--- config.mk ---
export PLATFORM = sky130hd
export DESIGN_NAME = busca_instrucao_flat
export DESIGN_NICKNAME = d
export VERILOG_FILES = /design/src/rtl/busca_instrucao_if.sv /design/src/rtl/busca_instrucao.sv /design/src/flat_wrapper.sv
export SDC_FILE = /design/constraint.sdc
export NUM_CORES = 1
export LEC_CHECK = 0
export CAP_MARGIN = 20
export CORE_UTILIZATION = 44
export CTS_CLUSTER_DIAMETER = 50
export CTS_CLUSTER_SIZE = 40
export DETAILED_ROUTE_END_ITERATION = 10
export GPL_ROUTABILITY_DRIVEN = 0
export PLACE_DENSITY = 0.76
export SYNTH_ARGS = -nofsm -noshare
export SYNTH_HDL_FRONTEND = slang
export SYNTH_SLANG_ARGS = --single-unit
--- constraint.sdc ---
create_clock -name clock -period 5.8 [get_ports clock]
set_clock_uncertainty 0.2 [all_clocks]
set_input_delay 1.16 -clock clock [delete_from_list [all_inputs] [get_ports clock]]
set_output_delay 1.16 -clock clock [all_outputs]
set_load 0.005 [all_outputs]
--- src/rtl/busca_instrucao_if.sv ---
// busca_instrucao_if: fetch-stage bundle -- PC control, instruction memory req/ack bus
// and the decode-side queue head. master = fetch stage, slave = its surroundings.
interface busca_instrucao_if #(parameter int LARG_INST = 32);
    logic [63:0]          pc_endereco;
    logic                 redirect;
    logic                 pc_avanca;
    logic                 mem_req;
    logic [63:0]          mem_addr;
    logic                 mem_ack;
    logic [LARG_INST-1:0] mem_rdata;
    logic                 inst_valid;
    logic [LARG_INST-1:0] inst;
    logic [63:0]          inst_pc;
    logic                 inst_ready;
    logic                 erro_busca;
    modport master (
        input  pc_endereco, redirect, mem_ack, mem_rdata, inst_ready,
        output pc_avanca, mem_req, mem_addr, inst_valid, inst, inst_pc, erro_busca
    );
    modport slave (
        output pc_endereco, redirect, mem_ack, mem_rdata, inst_ready,
        input  pc_avanca, mem_req, mem_addr, inst_valid, inst, inst_pc, erro_busca
    );
endinterface

--- src/rtl/busca_instrucao.sv ---
// busca_instrucao: instruction fetch with req/ack memory port and an in-order decode queue.
// Optional watchdog on outstanding fetches: define FETCH_TIMEOUT_EN.
module busca_instrucao #(
    parameter int PROFUNDIDADE = 2,
    parameter int LARG_INST    = 32,
    parameter int TIMEOUT      = 16
) (
    input logic clock,
    input logic reset,
    busca_instrucao_if.master io
);
    localparam int PW = $clog2(PROFUNDIDADE);
    localparam logic [PW:0] CHEIO = (PW+1)'(PROFUNDIDADE);

    if (PROFUNDIDADE < 2 || (PROFUNDIDADE & (PROFUNDIDADE - 1)) != 0 || TIMEOUT < 1) begin : g_param_chk
        $error("busca_instrucao: PROFUNDIDADE must be a power of two >= 2 and TIMEOUT >= 1");
    end

    typedef enum logic [1:0] {OCIOSO, ESPERA, DESCARTA} estado_t;

    estado_t              estado_q, estado_d;
    logic                 mem_req_q, mem_req_d;
    logic [63:0]          mem_addr_q, mem_addr_d;
    logic [63:0]          req_pc_q, req_pc_d;
    logic                 pc_avanca_q, pc_avanca_d;
    logic [PW:0]          count_q, count_d;
    logic [PW-1:0]        rd_q, rd_d, wr_q, wr_d;
    logic [LARG_INST-1:0] fila_inst_q [PROFUNDIDADE];
    logic [63:0]          fila_pc_q [PROFUNDIDADE];
    logic                 push, pop, timeout;

    always_comb begin
        estado_d    = estado_q;
        mem_req_d   = mem_req_q;
        mem_addr_d  = mem_addr_q;
        req_pc_d    = req_pc_q;
        pc_avanca_d = 1'b0;
        push        = 1'b0;
        pop         = (count_q != '0) && io.inst_ready;
        case (estado_q)
            OCIOSO: if (count_q < CHEIO && !io.redirect) begin
                estado_d   = ESPERA;
                mem_req_d  = 1'b1;
                mem_addr_d = io.pc_endereco;
                req_pc_d   = io.pc_endereco;
            end
            ESPERA: if (io.mem_ack) begin
                estado_d    = OCIOSO;
                mem_req_d   = 1'b0;
                push        = !io.redirect;
                pc_avanca_d = !io.redirect;
            end else if (io.redirect) begin
                estado_d = DESCARTA;
            end
            DESCARTA: if (io.mem_ack) begin
                estado_d  = OCIOSO;
                mem_req_d = 1'b0;
            end
            default: estado_d = OCIOSO;
        endcase
        // The watchdog abandons the request without pushing anything.
        if (timeout) begin
            estado_d  = OCIOSO;
            mem_req_d = 1'b0;
        end
        count_d = io.redirect ? '0 : count_q + (PW+1)'(push) - (PW+1)'(pop);
        rd_d    = io.redirect ? '0 : rd_q + PW'(pop);
        wr_d    = io.redirect ? '0 : wr_q + PW'(push);
    end

    always_ff @(posedge clock or negedge reset) begin
        if (!reset) begin
            estado_q    <= OCIOSO;
            mem_req_q   <= 1'b0;
            mem_addr_q  <= '0;
            req_pc_q    <= '0;
            pc_avanca_q <= 1'b0;
            count_q     <= '0;
            rd_q        <= '0;
            wr_q        <= '0;
        end else begin
            estado_q    <= estado_d;
            mem_req_q   <= mem_req_d;
            mem_addr_q  <= mem_addr_d;
            req_pc_q    <= req_pc_d;
            pc_avanca_q <= pc_avanca_d;
            count_q     <= count_d;
            rd_q        <= rd_d;
            wr_q        <= wr_d;
        end
    end

    // Storage needs no reset: the outputs are masked while the queue is empty.
    always_ff @(posedge clock) begin
        if (push) begin
            fila_inst_q[wr_q] <= io.mem_rdata;
            fila_pc_q[wr_q]   <= req_pc_q;
        end
    end

`ifdef FETCH_TIMEOUT_EN
    localparam int TW = $clog2(TIMEOUT + 1);
    logic [TW-1:0] tmr_q, tmr_d;
    logic          erro_q, erro_d, aguarda;

    always_comb begin
        aguarda = estado_q != OCIOSO;
        timeout = aguarda && !io.mem_ack && !io.redirect && tmr_q == TW'(TIMEOUT - 1);
        tmr_d   = (aguarda && !io.mem_ack && !io.redirect && !timeout) ? tmr_q + 1'b1 : '0;
        erro_d  = erro_q | timeout;
    end

    always_ff @(posedge clock or negedge reset) begin
        if (!reset) begin
            tmr_q  <= '0;
            erro_q <= 1'b0;
        end else begin
            tmr_q  <= tmr_d;
            erro_q <= erro_d;
        end
    end

    assign io.erro_busca = erro_q;
`else
    assign timeout       = 1'b0;
    assign io.erro_busca = 1'b0;
`endif

    assign io.mem_req    = mem_req_q;
    assign io.mem_addr   = mem_addr_q;
    assign io.pc_avanca  = pc_avanca_q;
    assign io.inst_valid = count_q != '0;
    assign io.inst       = io.inst_valid ? fila_inst_q[rd_q] : '0;
    assign io.inst_pc    = io.inst_valid ? fila_pc_q[rd_q] : '0;
endmodule

--- src/flat_wrapper.sv ---
// flat-port wrapper written by rule: the top's interface ports become plain ports
module busca_instrucao_flat 
#(
    parameter int PROFUNDIDADE = 2,
    parameter int LARG_INST    = 32,
    parameter int TIMEOUT      = 16
)
  (clock, reset, io_pc_endereco, io_redirect, io_mem_ack, io_mem_rdata, io_inst_ready, io_pc_avanca, io_mem_req, io_mem_addr, io_inst_valid, io_inst, io_inst_pc, io_erro_busca);
  busca_instrucao_if #(.LARG_INST(LARG_INST)) io_i ();
  input logic clock;
  input logic reset;
  input wire logic [$bits(io_i.pc_endereco)-1:0] io_pc_endereco;
  input wire logic [$bits(io_i.redirect)-1:0] io_redirect;
  input wire logic [$bits(io_i.mem_ack)-1:0] io_mem_ack;
  input wire logic [$bits(io_i.mem_rdata)-1:0] io_mem_rdata;
  input wire logic [$bits(io_i.inst_ready)-1:0] io_inst_ready;
  output wire logic [$bits(io_i.pc_avanca)-1:0] io_pc_avanca;
  output wire logic [$bits(io_i.mem_req)-1:0] io_mem_req;
  output wire logic [$bits(io_i.mem_addr)-1:0] io_mem_addr;
  output wire logic [$bits(io_i.inst_valid)-1:0] io_inst_valid;
  output wire logic [$bits(io_i.inst)-1:0] io_inst;
  output wire logic [$bits(io_i.inst_pc)-1:0] io_inst_pc;
  output wire logic [$bits(io_i.erro_busca)-1:0] io_erro_busca;
  assign io_i.pc_endereco = io_pc_endereco;
  assign io_i.redirect = io_redirect;
  assign io_i.mem_ack = io_mem_ack;
  assign io_i.mem_rdata = io_mem_rdata;
  assign io_i.inst_ready = io_inst_ready;
  assign io_pc_avanca = io_i.pc_avanca;
  assign io_mem_req = io_i.mem_req;
  assign io_mem_addr = io_i.mem_addr;
  assign io_inst_valid = io_i.inst_valid;
  assign io_inst = io_i.inst;
  assign io_inst_pc = io_i.inst_pc;
  assign io_erro_busca = io_i.erro_busca;
  busca_instrucao #(.PROFUNDIDADE(PROFUNDIDADE), .LARG_INST(LARG_INST), .TIMEOUT(TIMEOUT)) u_core (.clock(clock), .reset(reset), .io(io_i));
endmodule
-- Yosys cells after proc, flatten, opt, wreduce, memory -nomap -nowiden
Memories as Yosys holds them, arrays and structs flattened.
Index checks and enable logic that the tools add are counted.
- flip-flop bits (word level): 72
- bits in writable memories: 192
- logic and storage cells: 47
- memories: 2
- memory list (memory ; words ; width ; rd ports ; clocked after Yosys merged registers in ; wr ports ; line ; RTL):
    u_core.fila_pc_q ; 2 ; 64 ; 1 ; 0 ; 1 ; busca_instrucao.sv:29 ; logic [63:0] fila_pc_q [PROFUNDIDADE];
    u_core.fila_inst_q ; 2 ; 32 ; 1 ; 0 ; 1 ; busca_instrucao.sv:28 ; logic [LARG_INST-1:0] fila_inst_q [PROFUNDIDADE];
- $add $sub $neg: 4
- magnitude comparators: 1
- eq/ne operators: 6
- mux-type cells: 17
- reduce and logical (&&, ||, !) cells: 10
- operators by type and width (cell ; number):
    two-way mux 64 bit ; 1
    two-way mux 32 bit ; 1
    two-way mux 2 bit ; 5
    two-way mux 1 bit ; 8
    case mux 2 bit (3 select lines) ; 1
    AND reduction 3 bit ; 2
    != test 2 x 1 -> 1 bit (second input constant) ; 2
    nonzero test 2 bit ; 2
    != test 3 bit (second input constant) ; 1
    adder 1 bit ; 2
    adder 2 x 1 -> 2 bit ; 1
    == test 2 x 1 -> 1 bit (second input constant) ; 1
    == test 2 bit (second input constant) ; 1
    logical AND 1 bit ; 2
    zero test 2 bit ; 1
    < comparator 2 bit (second input constant) ; 1
    != test 2 bit (second input constant) ; 1
    case mux 1 bit (2 select lines) ; 1
    AND reduction 2 bit ; 1
    OR reduction 2 bit ; 1
    subtractor 2 x 1 -> 2 bit ; 1
    zero test 1 bit ; 1

-- Longest topological paths before layout
Gate-level depths: netlist of run 1.
- depth after elaboration: 6
- depth in mapped cells: 8

-- Least setup slack after synthesis of run 1
OpenSTA, ideal clock, no wires.
- path kind: input to register
- start point: input port io_redirect
- end point: memory u_core.fila_inst_q[0][0], enable pin
- library setup time: 552 ps
- arrival: 5527 ps
- setup slack: -479 ps
- cell stages on the path: 3
- path buffers: 1
- path through: buf_4 > nand3b_1 > nor2_1
- cells in the longest elaborated chain, start to end: 5
- ends and longest elaborated chain (what ; line ; RTL):
    start, declared ; flat_wrapper.sv:13 ; input wire logic [$bits(io_i.redirect)-1:0] io_redirect;
    zero test 1 bit ; busca_instrucao.sv:50 ; push = !io.redirect;
    two-way mux 1 bit ; busca_instrucao.sv:47 ; ESPERA: if (io.mem_ack) begin
    two-way mux 1 bit ; busca_instrucao.sv:40 ; case (estado_q)
    two-way mux 1 bit ; busca_instrucao.sv:95 ; if (push) begin
    two-way mux 1 bit (not written as such) ; busca_instrucao.sv:96 ; fila_inst_q[wr_q] <= io.mem_rdata;
    end, declared ; busca_instrucao.sv:28 ;
Every way passes these cells.

-- Worst setup path after layout of run 1
- start point: register u_core.rd_q
- end point: output port io_inst[19]
- cells in the longest elaborated chain, start to end: 2
- ends and longest elaborated chain (what ; line ; RTL):
    start, declared ; busca_instrucao.sv:27 ; logic [PW-1:0] rd_q, rd_d, wr_q, wr_d;
    start signal, assigned ; busca_instrucao.sv:88 ; rd_q <= rd_d;
    memory (2 x 32 bit) ; -- ;
    two-way mux 32 bit ; busca_instrucao.sv:133 ; assign io.inst = io.inst_valid ? fila_inst_q[rd_q] : '0;
    end, declared ; flat_wrapper.sv:21 ; output wire logic [$bits(io_i.inst)-1:0] io_inst;
Every way passes these cells.

==> results of run 1 <==
## how the worst max path moves through the flow
stage | slack, ns | from | endpoint | cells past startpoint
3_5_place_dp | 1.89 | io_redirect | u_core.io.mem_addr[12] | 5
6_report | 1.65 | u_core.rd_q | io_inst[19] | 4
4_1_cts | 1.58 | u_core.rd_q | io_inst[19] | 4
3_3_place_gp | 1.95 | io_redirect | u_core.io.mem_addr[14] | 5
5_1_grt | 1.49 | u_core.rd_q | io_inst[19] | 4
2_1_floorplan | -0.48 | io_redirect | u_core.fila_inst_q[0][0] | 3
## flip-flops by register name, indices dropped and copies added (netlist names)
| register | cells |
|---|---|
| u_core.fila_pc_q | 128 |
| u_core.fila_inst_q | 64 |
| u_core.io.mem_addr | 64 |
| u_core.count_q | 2 |
| u_core.estado_q | 2 |
| u_core.io.mem_req | 1 |
| u_core.io.pc_avanca | 1 |
| u_core.rd_q | 1 |
| u_core.wr_q | 1 |
## metal layers
layer	part of all wire [%]	wire length (µm)
met1	42	8770
met2	49	10400
met3	7.5	1590
met4	1.7	357
met5	0	0
## Yosys cell counts, drive strengths merged
| cell | instances | area, µm² |
|---|---|---|
| mux2i | 96 | 961 |
| o311ai | 1 | 8.76 |
| o21ba | 1 | 10.0 |
| or4b | 1 | 10.0 |
| nand2 | 5 | 18.8 |
| o31ai | 1 | 7.51 |
| o21ai | 2 | 10.0 |
| nor3b | 1 | 7.51 |
| o211ai | 1 | 7.51 |
| xor2 | 2 | 17.5 |
| o21a | 1 | 7.51 |
| nand3b | 2 | 15.0 |
| or4 | 1 | 7.51 |
| nor2 | 103 | 389 |
| ha | 6 | 75.1 |
| o2111ai | 1 | 8.76 |
| and2 | 2 | 15.0 |
| a21bo | 1 | 10.0 |
| o221ai | 1 | 8.76 |
| xnor2 | 1 | 8.76 |
| nand2b | 3 | 18.8 |
| conb | 1 | 3.75 |
| inv | 4 | 15.0 |
| dfrtp | 72 | 1800 |
| clkbuf | 6 | 22.5 |
| nor2b | 3 | 18.8 |
| buf | 24 | 233 |
| mux2 | 64 | 946 |
| edfxtp | 192 | 5770 |
## logic make-up (layout without fill, tap and decap cells)
group	Yosys count	after routing
DFF	264	264
muxes	160	160
and+or+nand+nor	121	121
buffers and inverters	34	324
AOI/OAI and AO/OA	10	10
adders and majority gates	6	6
xor gates and xnor gates	3	3
other	1	2
## stage by stage
step	power (mW)	instances
finish	6.79	1203
global route	7.12	1202
CTS	6.88	1202
detailed placement	5.06	1153
global placement	5.01	1153
floorplan	3.95	599
## area by class of cell
cell class              instances  area, µm²
clock buffers                  27        676
flip-flops and latches        264       7570
diodes                          1       2.50
clock inverters                22        280
repair buffers                271       2700
inverters                       4       15.0
well taps                     313        392
multi-input cells             301       2610
fillers                      1709       8660
## power breakdown
part / switching (mW) / internal (mW) / leakage, nW
clock: 0.829 / 0.967 / 0.462
combinational: 0.766 / 1.34 / 2.01
sequential: 0.351 / 2.53 / 2.59
total: 1.95 / 4.84 / 5.06
==> results by group, run 1 <==
Run status
  – Status: completed

Hold path
  – Worst Min Path Start: u_core.io.mem_addr[56]
  – Hold-critical path depth: 0
  – Hold endpoint: u_core.fila_pc_q[1][56]
  – Hold Crit Class: register to register

Synthesis
  – XOR/XNOR Fraction of Synth Area: 0.252%
  – Area fraction in compound gates after synthesis: 0.756%
  – Synth Instances: 599
  – YS warnings: 0
  – Netlist cell types: 35
  – Mapped cell area: 10400 µm²
  – Largest family of logic cells by synthesized area: multiplexers
  – Mapped Nets: 706
  – Simple-Gate Fraction of Synth Area: ~4.8%
  – Synthesized area per cell: 17.4 µm²
  – Synth Area in Adders: 0.720%
  – Seq/Total Area, Yosys: 72.6%
  – #FFs+latches synth: 264
  – Post-synthesis mux area share: 18.3%

Finish
  – Post-Route Utilization: ~62%
  – Nets: a little under 1000
  – Most common cell after layout, fill and taps aside: clkdlybuf4s50_1
  – Finished Cell Area: 14300 µm²
  – Commonest cells after routing, fill and taps aside: 262 x clkdlybuf4s50_1, 192 x edfxtp_1, 99 x nor2_1, 96 x mux2i_1, 71 x dfrtp_1
  – Area Growth Syn to Fin: 36.7%
  – Layout cell share with drive strength beyond 1: ~15%

Global routing
  – Most Crowded Layer GR: met2
  – Pin count of the biggest net entering global routing: 73
  – Grt ovf: 0
  – Vias in the first global route: about 6000
  – GR Layer Usage met2: ~29%
  – Met3 Resource Use GR: 3.89%
  – GRT Total Usage: ~17%
  – Initial antenna violation count: 0
  – Met1 Usage GRT: between 20% and 30%
  – First-pass GRT wire length: 32.3 mm

Floorplanning
  – Ports: 265
  – Core footprint: 22900 µm²
  – Initial Util: 45.5%
  – Chip width: approximately 160 µm
  – Rows: 55
  – Die area: 24300 µm²
  – Die Y: ~160 µm

Clocking
  – Clock root buffer: clkbuf_16
  – CTS tree: yes
  – Post-CTS Setup Repair Bufs: 0
  – Post-CTS Hold Buffers: 0
  – Post-CTS Resized: 0
  – Worst-Skew Late Latency: 0.52 ns
  – CTS H-tree lvls: 1
  – Max clock buf depth: 3
  – Clk sink count: 264
  – TritonCTS Buffers: 27
  – Clock transition at path regs: roughly 0.060 ns

Routing
  – DR vias/cell: 4.84
  – Drc violations: 0
  – Antenna Nets Post-Route: 0
  – Detailed-route via count: 5823
  – DRT iter0 DRCs: 295
  – Routed wire length: about 21 mm
  – Wirelength per Cell: 17.5 µm
  – First drt pass iteration count: 4

Worst setup path
  – Worst path bufs/invs: 2
  – Crit Reg-Reg Endpoint: u_core.io.mem_addr[10]
  – Delay-heaviest family, CP: buffers and inverters
  – Data arrival time of the worst path: 2.79 ns
  – Reg-to-Reg Start: u_core.estado_q[1]
  – Setup crit end kind: output port
  – R2r setup slk: 3.10 ns
  – Critical Path RT: 4.44 ns
  – Critical-path cell list: buf_12 -> mux2i_1 -> nor2_1 -> clkdlybuf4s50_1
  – R2r worst-path depth: 5
  – CP peak stage delay: 0.88 ns
  – Critical path launch point type: register
  – Worst-path fanout max: 60
  – Slowest CP cell: dfrtp_4
  – WS Path Type: register to output port

STA
  – Fin crit share: 71.5%
  – Min Tclk post-route: between 4 and 5 ns
  – Slew Limit Fails: 0
  – FMAX: 241 MHz
  – Final count of negative-setup-slack endpoints: 0
  – Setup_tns: 0 ns
  – Worst hold slack: 0.301 ns
  – RSZ-0062 raised after global routing: false
  – Final-report hold violation count: 0
  – Setup ws final: ~1.7 ns
  – Slew Limit Headroom: 34.2%
  – Worst slew pin tran: between 0.9 and 1 ns

Placement
  – DP Area: 13300 µm²
  – Port Buffers: 263
  – Worst slack, placed: ~1.9 ns
  – Dpl hpwl: 13.6 mm

Pwr
  – Leakage power: 5.06 nW
  – Max VDD drop: 275 µV
  – Pwr Density: approximately 480 nW/µm²

Job
  – Max cap viols: 0
(Power assumes the default switching activity.)
==> run 2: changes to the inputs <==
Clock period 5.8 ns to 3.8 ns, I/O delays scaled along.
==> run 2 against run 1 <==
Clock power rose by 40%; sequential power rose by 52%; non-clock buffer count up 2; largest power group unchanged; via count is 0.27% higher; power increased by 51%; design area is 0.16% higher; first-iteration DRC count grew 2.7%.
==> results by group, run 2 (synthesis results as in run 1) <==
Clocking
  – Clock transition at path regs: 0.07 ns
  – Worst-Skew Late Latency: 0.52 ns
  – Post-CTS Hold Buffers: 0
  – CTS H-tree lvls: 1
  – CTS tree: yes
  – Max clock buf depth: 3
  – Post-CTS Setup Repair Bufs: 0
  – Clock root buffer: clkbuf_16
  – Post-CTS Resized: 0
  – TritonCTS Buffers: 24
  – Clk sink count: 264

Run status
  – Status: completed

Routing
  – Antenna Nets Post-Route: 0
  – Drc violations: 0
  – DR vias/cell: between 4 and 5
  – DRT iter0 DRCs: a little over 300
  – Wirelength per Cell: 17.4 µm
  – Routed wire length: between 20 and 25 mm
  – First drt pass iteration count: 4
  – Detailed-route via count: around 6000

Pwr
  – Clock share of power: 24.6%
  – Register share of total power: a little over two fifths
  – Comb power frac: 32.5%
  – Pwr Density: 717 nW/µm²
  – Sw Share: 28.7%
  – Total internal power: ~7.3 mW
  – Leakage power: around 5 nW
  – Max VDD drop: around 440 µV
  – Overall power: 10.2 mW
  – Sw Pwr: 2.94 mW

Finish
  – Most common cell after layout, fill and taps aside: clkdlybuf4s50_1
  – Commonest cells after routing, fill and taps aside: 262 x clkdlybuf4s50_1, 192 x edfxtp_1, 99 x nor2_1, 96 x mux2i_1, 71 x dfrtp_1
  – Nets: 975
  – Layout cell share with drive strength beyond 1: 14.3%
  – Max reg flops: 128
  – Reg with most FFs: u_core.fila_pc_q
  – Area Growth Syn to Fin: 36.9%

Floorplanning
  – Die area: 24300 µm²
  – Rows: between 50 and 60
  – Chip width: 156 µm
  – Ports: about 270
  – Die Y: 156 µm
  – Initial Util: between 40% and 50%
  – Core footprint: between 20000 and 25000 µm²

Worst setup path
  – Critical Path RT: 2.84 ns
  – Critical path launch point type: register
  – Delay-heaviest family, CP: buffers and inverters
  – Slowest CP cell: nor2_4
  – Critical-path cell list: nor2_4 -> buf_12 -> nor2_1 -> clkdlybuf4s50_1
  – WS Path Type: register to output port
  – Worst-path fanout max: 32
  – Setup crit end kind: output port
  – Worst path bufs/invs: 2
  – CP peak stage delay: ~0.66 ns
  – Data arrival time of the worst path: approximately 2.5 ns

Global routing
  – Initial antenna violation count: 0
  – Pin count of the biggest net entering global routing: 97
  – First-pass GRT wire length: 31.7 mm
  – Vias in the first global route: ~5700
  – GRT Total Usage: 16.8%
  – Grt ovf: 0

STA
  – Slew Limit Fails: 0
  – Fin crit share: 90.1%
  – Min Tclk post-route: 3.42 ns
  – Final count of negative-setup-slack endpoints: 0
  – Slew Limit Headroom: 34.5%
  – FMAX: slightly below 300 MHz
  – Worst slew pin tran: 0.983 ns
  – RSZ-0062 raised after global routing: false
  – Final-report hold violation count: 0
  – Worst hold slack: ~0.19 ns

Placement
  – Port Buffers: 263
  – Dpl hpwl: roughly 13 mm

Hold path
  – Hold Crit Class: primary input to asynchronous set/reset pin

Job
  – Max cap viols: 0
-- run 2: cell type report --
class | instances | area, µm²
clock buffers | 26 | 639
multi-input cells | 301 | 2610
diodes | 1 | 2.50
flip-flops and latches | 264 | 7570
clock inverters | 18 | 236
fillers | 1677 | 8640
well taps | 313 | 392
inverters | 4 | 15.0
repair buffers | 273 | 2810
-- run 2: through the flow --
| step | worst slack, ns | area [µm²] | TNS (ns) | utilization, % | cells |
|---|---|---|---|---|---|
| after floorplan | -0.490 | 10400 | -94.03 | - | 599 |
| after global placement | 0.733 | 13400 | 0 | 58.5 | 1155 |
| after detailed placement | 0.697 | 13400 | 0 | 58.5 | 1155 |
| after CTS | 0.316 | 14300 | 0 | 62.3 | 1199 |
| after global routing | 0.244 | 14300 | 0 | 62.3 | 1199 |
| final | 0.377 | 14300 | 0 | 62.3 | 1200 |
-- run 2: power by group through the flow --
stage | registers, mW | clock network (mW) | logic [mW]
5_1_grt | 4.48 | 2.70 | 3.54
4_1_cts | 4.40 | 2.58 | 3.38
2_1_floorplan | 4.29 | 0 | 1.73
6_report | 4.39 | 2.52 | 3.33
3_5_place_dp | 4.45 | 0 | 3.36
3_3_place_gp | 4.42 | 0 | 3.31
-- run 2: final timing paths --
path | start | endpoint | slack, ns | depth (start not counted)
max | u_core.count_q[1] | io_inst_pc[35] | 0.38 | 4
min | reset | u_core.io.mem_addr[43] | 0.19 | 1
max reg2reg | u_core.estado_q[1] | u_core.count_q[1] | 1.39 | 7
min reg2reg | u_core.io.mem_addr[1] | u_core.fila_pc_q[1][1] | 0.30 | 0
max in group asynchronous | reset | u_core.rd_q | 2.48 | 1
min in group clock | u_core.io.mem_addr[1] | u_core.fila_pc_q[1][1] | 0.30 | 0
-- run 2: routing by layer --
metal  share of wire (%)  vias to the layer above  global-route usage [%]
met1                  43                     2904                    22.7
li1                    -                     2731                       -
met5                   0                        -                       0
met3                 6.4                       27                    3.53
met4                 1.4                        0                    3.78
met2                  49                      177                    28.0
